<file path="src/rtl/acu_pkg.sv">
// Shared constants and FSM state type for the
// running-sum differencer.
package acu_pkg;

  localparam int ACU_W = 8;

  typedef enum logic {
    EMPTY = 1'b0,
    RUN   = 1'b1
  } acu_state_t;

endpackage

</file>
<file path="src/rtl/acu_diff_rsub.sv">
// W-bit ripple subtractor built from full-subtractor
// cells; bout is set when x < y (unsigned).
module rsub #(
  parameter int W = 8
) (
  input  logic [W-1:0] x,
  input  logic [W-1:0] y,
  output logic [W-1:0] d,
  output logic         bout
);

  logic [W:0] b;

  // ripple the borrow from lsb to msb
  always_comb begin
    b[0] = 1'b0;
    d    = '0;
    for (int i = 0; i < W; i++) begin
      d[i]   = x[i] ^ y[i] ^ b[i];
      b[i+1] = (~x[i] & y[i]) |
               (~(x[i] ^ y[i]) & b[i]);
    end
  end

  assign bout = b[W];

endmodule

</file>
<file path="src/rtl/acu_diff.sv">
// Recovers increments from a modulo-2^W running sum.
// Define ACU_DIFF_CNT_EN to add the saturating cnt port.
module acu_diff
  import acu_pkg::*;
#(
  parameter int W = ACU_W
) (
  input  logic         clk,
  input  logic         rst,
  input  logic         clr,
  input  logic         in_valid,
  input  logic [W-1:0] s,
  output logic         out_valid,
  output logic [W-1:0] a,
  output logic         borrow,
  output logic         first
`ifdef ACU_DIFF_CNT_EN
  ,
  output logic [W-1:0] cnt
`endif
);

  acu_state_t state_q, state_d;
  logic [W-1:0] prev_q, prev_d;
  logic [W-1:0] a_q, a_d;
  logic         borrow_q, borrow_d;
  logic         first_q, first_d;
  logic         out_valid_q, out_valid_d;
  logic [W-1:0] prev_eff;
  logic [W-1:0] diff;
  logic         bout;

  // clr restarts the stream, so a same-cycle sample sees prev=0
  assign prev_eff = clr ? '0 : prev_q;

  rsub #(.W(W)) u_rsub (
    .x    (s),
    .y    (prev_eff),
    .d    (diff),
    .bout (bout)
  );

`ifdef ACU_DIFF_CNT_EN
  logic [W-1:0] cnt_q, cnt_d;
  logic [W-1:0] cnt_base;

  assign cnt_base = clr ? '0 : cnt_q;

  // saturating accept counter
  always_comb begin
    cnt_d = cnt_base;
    if (in_valid && (cnt_base != '1))
      cnt_d = cnt_base + 1'b1;
  end

  // counter register
  always_ff @(posedge clk) begin
    if (rst) cnt_q <= '0;
    else     cnt_q <= cnt_d;
  end

  assign cnt = cnt_q;
`endif

  // next-state for history, fsm and held outputs
  always_comb begin
    state_d     = clr ? EMPTY : state_q;
    prev_d      = prev_eff;
    a_d         = a_q;
    borrow_d    = borrow_q;
    first_d     = first_q;
    out_valid_d = 1'b0;
    if (in_valid) begin
      a_d         = diff;
      borrow_d    = bout;
      first_d     = clr || (state_q == EMPTY);
      prev_d      = s;
      state_d     = RUN;
      out_valid_d = 1'b1;
    end
  end

  // fsm, history and output registers
  always_ff @(posedge clk) begin
    if (rst) begin
      state_q     <= EMPTY;
      prev_q      <= '0;
      a_q         <= '0;
      borrow_q    <= 1'b0;
      first_q     <= 1'b0;
      out_valid_q <= 1'b0;
    end else begin
      state_q     <= state_d;
      prev_q      <= prev_d;
      a_q         <= a_d;
      borrow_q    <= borrow_d;
      first_q     <= first_d;
      out_valid_q <= out_valid_d;
    end
  end

  assign out_valid = out_valid_q;
  assign a         = a_q;
  assign borrow    = borrow_q;
  assign first     = first_q;

endmodule

</file>
<file path="config.mk">
export PLATFORM = sky130hd
export DESIGN_NAME = acu_diff
export DESIGN_NICKNAME = d
export VERILOG_FILES = /design/src/rtl/acu_pkg.sv /design/src/rtl/acu_diff_rsub.sv /design/src/rtl/acu_diff.sv
export SDC_FILE = /design/constraint.sdc
export NUM_CORES = 1
export LEC_CHECK = 0
export CAP_MARGIN = 10
export CORE_MARGIN = 4
export CORE_UTILIZATION = 51
export DETAILED_ROUTE_END_ITERATION = 12
export HOLD_SLACK_MARGIN = 0.06
export PLACE_DENSITY_LB_ADDON = 0.3
export SYNTH_ARGS = -nofsm -noshare
export SYNTH_HDL_FRONTEND = slang
export SYNTH_HIERARCHICAL = 1
export SYNTH_SLANG_ARGS = --single-unit
</file>
<file path="constraint.sdc">
create_clock -name clk -period 8.9 [get_ports clk]
set_clock_uncertainty 0.2 [all_clocks]
set_input_delay 1.335 -clock clk [delete_from_list [all_inputs] [get_ports clk]]
set_output_delay 1.335 -clock clk [all_outputs]
set_load 0.05 [all_outputs]
</file>
==> flow_summary.toml, run 1 <==
[critical_path]
criticalPathCategory = "in2reg"
crit_chain = "clkdlybuf4s50_1 -> and2b_1 -> ha_1 -> inv_1 -> fa_1 -> inv_1 -> fa_1 -> fa_1 -> fa_1 -> fa_1 -> fa_1 -> inv_1 -> fa_1 -> mux2i_1 -> nor2_1"
arrival_ns = 5.24
path_max_fanout = 10
crit_cells = 15
critPathLaunchType = "input port"
path_delay_family = "adder cells"
crit_required_ns = 8.86
slowest_stage = "clkdlybuf4s50_1"
max_stage_delay_ns = 0.63
ff2ff_path_depth = 14
cp-end-kind = "register"
crit_top_cell = "fa_1"
crit_buf_inv = 4

[global_routing]
overflow = 0
grt_pass1_vias = 710
grt_max_degree = 22
grt_pass1_wl_mm = 3.015
grt.total_usage = 0.1486
antenna_found_initial = 0

[clocking]
cts_setup_buffers = 0
cts_buffer_depth = 2
cts_root_buf = "clkbuf_4"
cts_resized = 0
path_clk_slew_ns = 0.12
clock-sinks = 20
cts_hold_buf = 0
clk-insertion-delay-late_ns = 0.30
cts_htree_levels = 1
cts_tree = "built"
cts_buffers = 3

[drt]
vias = 715
drc = 0
first_iter_violations = 1
dr.pass1.iters = 4
wl_met3_microns = 69
drt-met1-wl_microns = 744
postRouteAntennaNets = 0
drt-vias-per-instance = 4.897
top_layer_used = "met4"
routedWlPerCell_microns = 11.66
routed_wl_mm = 1.702
wl_met2_microns = 875

[sta]
whs_ns = 0.2763
min_period_over_period = 0.5931
tns_ns = 0
drv_slew = 0
slew_headroom = 0.3751
finalHoldViolations = 0
max_freq_ghz = 0.1894
rsz0062_at_grt = "no"
worst_slew_pin_slew_ns = 0.9344
fin_crit_ns = 5.279
finalSetupViolCount = 0

[power]
ir_worst_vdd_mv = 0.1425
powerDensity_nw_per_um2 = 172.5
leakagePower_uw = 0.0005997

[synthesis]
netlist_instances = 99
synth.area.top_cells = "dfxtp_1 (41%), fa_1 (14%), mux2i_1 (9.2%), inv_1 (7.7%), and2b_1 (6.9%)"
netlist-cell-type-count = 17
syn-mean-instance-area_sq_um = 9.908
ys_seq_area_frac = 0.4082
synth_area_sq_um = 980.9
ys_warn_count = 6
syn-num-nets = 119
ys_seq_elements = 20
yosys.area.top_type_share = 0.4082
yosysTopAreaCell = "dfxtp_1"

[layout]
diodes = 0
drive_gt1_frac = 0.04132
area_growth_pct = 27.42
nets = 142

[die]
pin_count = 23
die_h_microns = 51.86
core_sq_um = 1783
dieArea_sq_um = 2689
die_x_microns = 51.86
num_rows = 15
start_util = 0.5502

[job]
drv_cap = 0

[place]
place_hpwl_mm = 1.238
place_congestion = 0.6971
port_buffers = 22

[hold_path]
hp-class = "reg2reg"
min_path_cells = 1

[status]
outcome = "complete, no violations"
placed cells by master, fill, tap and decap left out, drive strengths merged, types with 3 or more instances in the layout:
cell type,instances
clkbuf,3
nor2,11
inv,20
dfxtp,20
mux2i,9
and2b,9
fa,7
clkdlybuf4s50,22
nand2,7
o2bb2ai,7
report_power, final:
group          leakage [uW]  switching (uW)  total (uW)  internal [uW]
Clock             0.0000279            27.4        72.9           45.5
Combinational      0.000407            26.8        45.2           18.4
Sequential         0.000165            2.28        97.5           95.2
Total              0.000600            56.5         216            159
Yosys cell counts:
library cell  count
buf_6             2
nand2b_1          1
a21oi_1           1
ha_1              1
dfxtp_1          20
inv_1            20
a22o_1            1
o2bb2ai_1         7
fa_1              7
nor2_2            1
nor2_1           10
mux2i_1           9
and2b_1           9
buf_2             1
buf_4             1
nand2_1           7
a311oi_1          1
worst reg2reg max path: stages, from the launching register on:
cell and delay, ns:
dfxtp_1 0.31, and2b_1 0.16, ha_1 0.19, inv_1 0.06, fa_1 0.15, inv_1 0.05
fa_1 0.37, fa_1 0.38, fa_1 0.40, fa_1 0.41, fa_1 0.36, inv_1 0.07
fa_1 0.41, mux2i_1 0.14, nor2_1 0.05
routing by layer:
metal / GRT usage / up-vias
li1: - / 349
met1: 0.1724 / 343
met2: 0.2636 / 21
met3: 0.02579 / 2
met4: 0.06550 / 0
met5: 0 / -
through the flow:
step	power, uW	instance area [sq um]	worst slack [ns]	util	std cells
CTS	218.3	1250	3.605	0.7011	146
detailed placement	144.9	1197	3.273	0.6716	142
finish	215.6	1250	3.621	0.7011	146
floorplan	129.2	980.9	4.157	-	99
global placement	143.5	1197	3.349	0.6716	142
global route	226.1	1250	3.449	0.7011	146
worst paths after layout:
check,start,to,slack [ns]
worst max-delay path,clr,a[7],3.62
worst min-delay path,state_q,first,0.28
worst max register to register,prev_q[0],a[7],5.05
worst min register to register,state_q,first,0.28
sequential cells by signal (all words and copies together) (netlist names):
signal and count:
a 8, first 1, prev_q 8, borrow 1, state_q 1, out_valid 1
layout make-up:
type	count	area [sq um]
inverters	20	75.07
clock inverters	1	30.03
flip-flops and latches	20	400.4
clock buffers	3	22.52
repair buffers	22	220.2
fillers	142	533.0
multi-input cells	55	470.5
well taps	25	31.28
logic make-up (layout without fill, tap and decap cells):
group,after synthesis,count (layout),share of synthesized area
buffers and inverters,24,46,0.1122
flip-flops,20,20,0.4082
multiplexers,9,9,0.09184
AO/OA/AOI/OAI,10,10,0.08546
AND/OR/NAND/NOR,28,28,0.1467
adder cells (fa/ha/maj),8,8,0.1556
Power figures use the tool's default switching activity.
==> inputs of run 2 (changes only) <==
--- a/config.mk
+++ b/config.mk
@@ -7,7 +7,7 @@
 export LEC_CHECK = 0
 export CAP_MARGIN = 10
 export CORE_MARGIN = 4
-export CORE_UTILIZATION = 51
+export CORE_UTILIZATION = 48
 export DETAILED_ROUTE_END_ITERATION = 12
 export HOLD_SLACK_MARGIN = 0.06
 export PLACE_DENSITY_LB_ADDON = 0.3
==> constraint.sdc (replaced) <==
create_clock -name clk -period 5.2 [get_ports clk]
set_clock_uncertainty 0.2 [all_clocks]
set_input_delay 0.78 -clock clk [delete_from_list [all_inputs] [get_ports clk]]
set_output_delay 0.78 -clock clk [all_outputs]
set_load 0.05 [all_outputs]
==> run 2 against run 1 <==
Global-route usage decreased by 0.57 points. Worst hold slack got worse by 0.013 ns. Die area up 5.3%. Cell area down 0.50%. Clock power grew 20%.
==> flow_summary.toml, run 2 (same netlist as run 1, synthesis figures left out) <==
[status]
outcome = "complete, no violations"

[clocking]
cts_tree = "built"
clock-sinks = 20
clk-insertion-delay-late_ns = 0.29
cts_setup_buffers = 0
cts_root_buf = "clkbuf_4"
cts_hold_buf = 0
cts_buffers = 3
cts_htree_levels = 1
cts_resized = 0
cts_buffer_depth = 2
path_clk_slew_ns = 0.11

[drt]
drt-vias-per-instance = 4.718
routed_wl_mm = 1.686
routedWlPerCell_microns = 11.32
vias = 703
dr.pass1.iters = 4
drc = 0
first_iter_violations = 9
postRouteAntennaNets = 0

[place]
port_buffers = 22
place_hpwl_mm = 1.294
preCtsSetupSlack_ns = 0.2845
place_congestion = 0.7371
dp.cells = 145

[global_routing]
grt_pass1_vias = 701
antenna_found_initial = 0
overflow = 0
grt_pass1_wl_mm = 2.960
grt.total_usage = 0.1429
grt_max_degree = 22

[critical_path]
cp-end-kind = "register"
path_max_fanout = 6
crit_required_ns = 5.16
criticalPathCategory = "in2reg"
arrival_ns = 4.55
critPathLaunchType = "input port"

[layout]
layout_common_cells = "clkdlybuf4s50_1 (22), inv_1 (20), dfxtp_1 (20)"
layout.cells.non_filler = 149
layout_commonest_cell = "clkdlybuf4s50_1"
drive_gt1_frac = 0.04918
area_growth_pct = 26.79
seqCellArea_sq_um = 400.4
fillers = 170
diodes = 0
multi_input_area_sq_um = 470.5
nets = 143

[job]
drv_cap = 0

[die]
die_x_microns = 53.21
core_sq_um = 1942
dieArea_sq_um = 2831
start_util = 0.5052
num_rows = 16
pin_count = 23
die_h_microns = 53.21

[power]
powerDensity_nw_per_um2 = 266.4
leakagePower_uw = 0.0005976
ir_worst_vdd_mv = 0.1850

[sta]
max_freq_ghz = 0.2181
fin_crit_ns = 4.586
min_period_over_period = 0.8819
drv_slew = 0
tns_ns = 0
slew_headroom = 0.3689
finalSetupViolCount = 0
finalHoldViolations = 0
rsz0062_at_grt = "no"
setup_slack_ns = 0.6143
whs_ns = 0.2636
worst_slew_pin_slew_ns = 0.9437

[hold_path]
hp-class = "reg2reg"
-- run 2: changes by cell type in the layout (fill, tap and decap cells not counted), sizes merged --
| cell | change |
|---|---|
| buf | +1 |
| bufinv | -1 |
| clkbuf | +1 |
-- run 2: layer usage --
metal  vias up  GRT usage  routed length [microns]
li1        353          -                        -
met1       331     0.1783                      734
met2        17     0.2265                      814
met3         2    0.04789                      126
met4         0    0.05106                       10
met5         -          0                        0
-- run 2: metrics by stage --
step / total power (uW) / area, sq um / util
final: 331.4 / 1244 / 0.6405
after floorplan: 221.1 / 980.9 / -
after CTS: 337.5 / 1244 / 0.6405
after global placement: 246.7 / 1207 / 0.6218
after global routing: 352.5 / 1244 / 0.6405
after detailed placement: 248.5 / 1207 / 0.6218
-- run 2: layout make-up --
cell class,instances,area share
Timing Repair Buffer,23,0.1831
Sequential cell,20,0.3219
Multi-Input combinational cell,55,0.3783
Clock buffer,4,0.02918
Tap cell,27,0.02716
Inverter,20,0.06036
-- run 2: critical path, cell delays in order --
cell and delay, ns:
clkdlybuf4s50_1 0.54, and2b_1 0.22, ha_1 0.19, inv_1 0.06
fa_1 0.16, inv_1 0.05, fa_1 0.37, fa_1 0.39
fa_1 0.39, fa_1 0.39, fa_1 0.36, inv_1 0.07
fa_1 0.40, mux2i_1 0.14, nor2_1 0.05
-- run 2: worst paths after layout --
path,startpoint,end,slack [ns],cells after the start
max,clr,a[7],0.61,15
min,state_q,first,0.26,1
max reg2reg,prev_q[0],a[7],1.38,14
min reg2reg,state_q,first,0.26,1
-- run 2: report_power, final --
group          total, uW  switching [uW]  internal [uW]
Clock               87.7            45.1           42.6
Sequential           167            3.71            163
Combinational       77.1            45.3           31.8
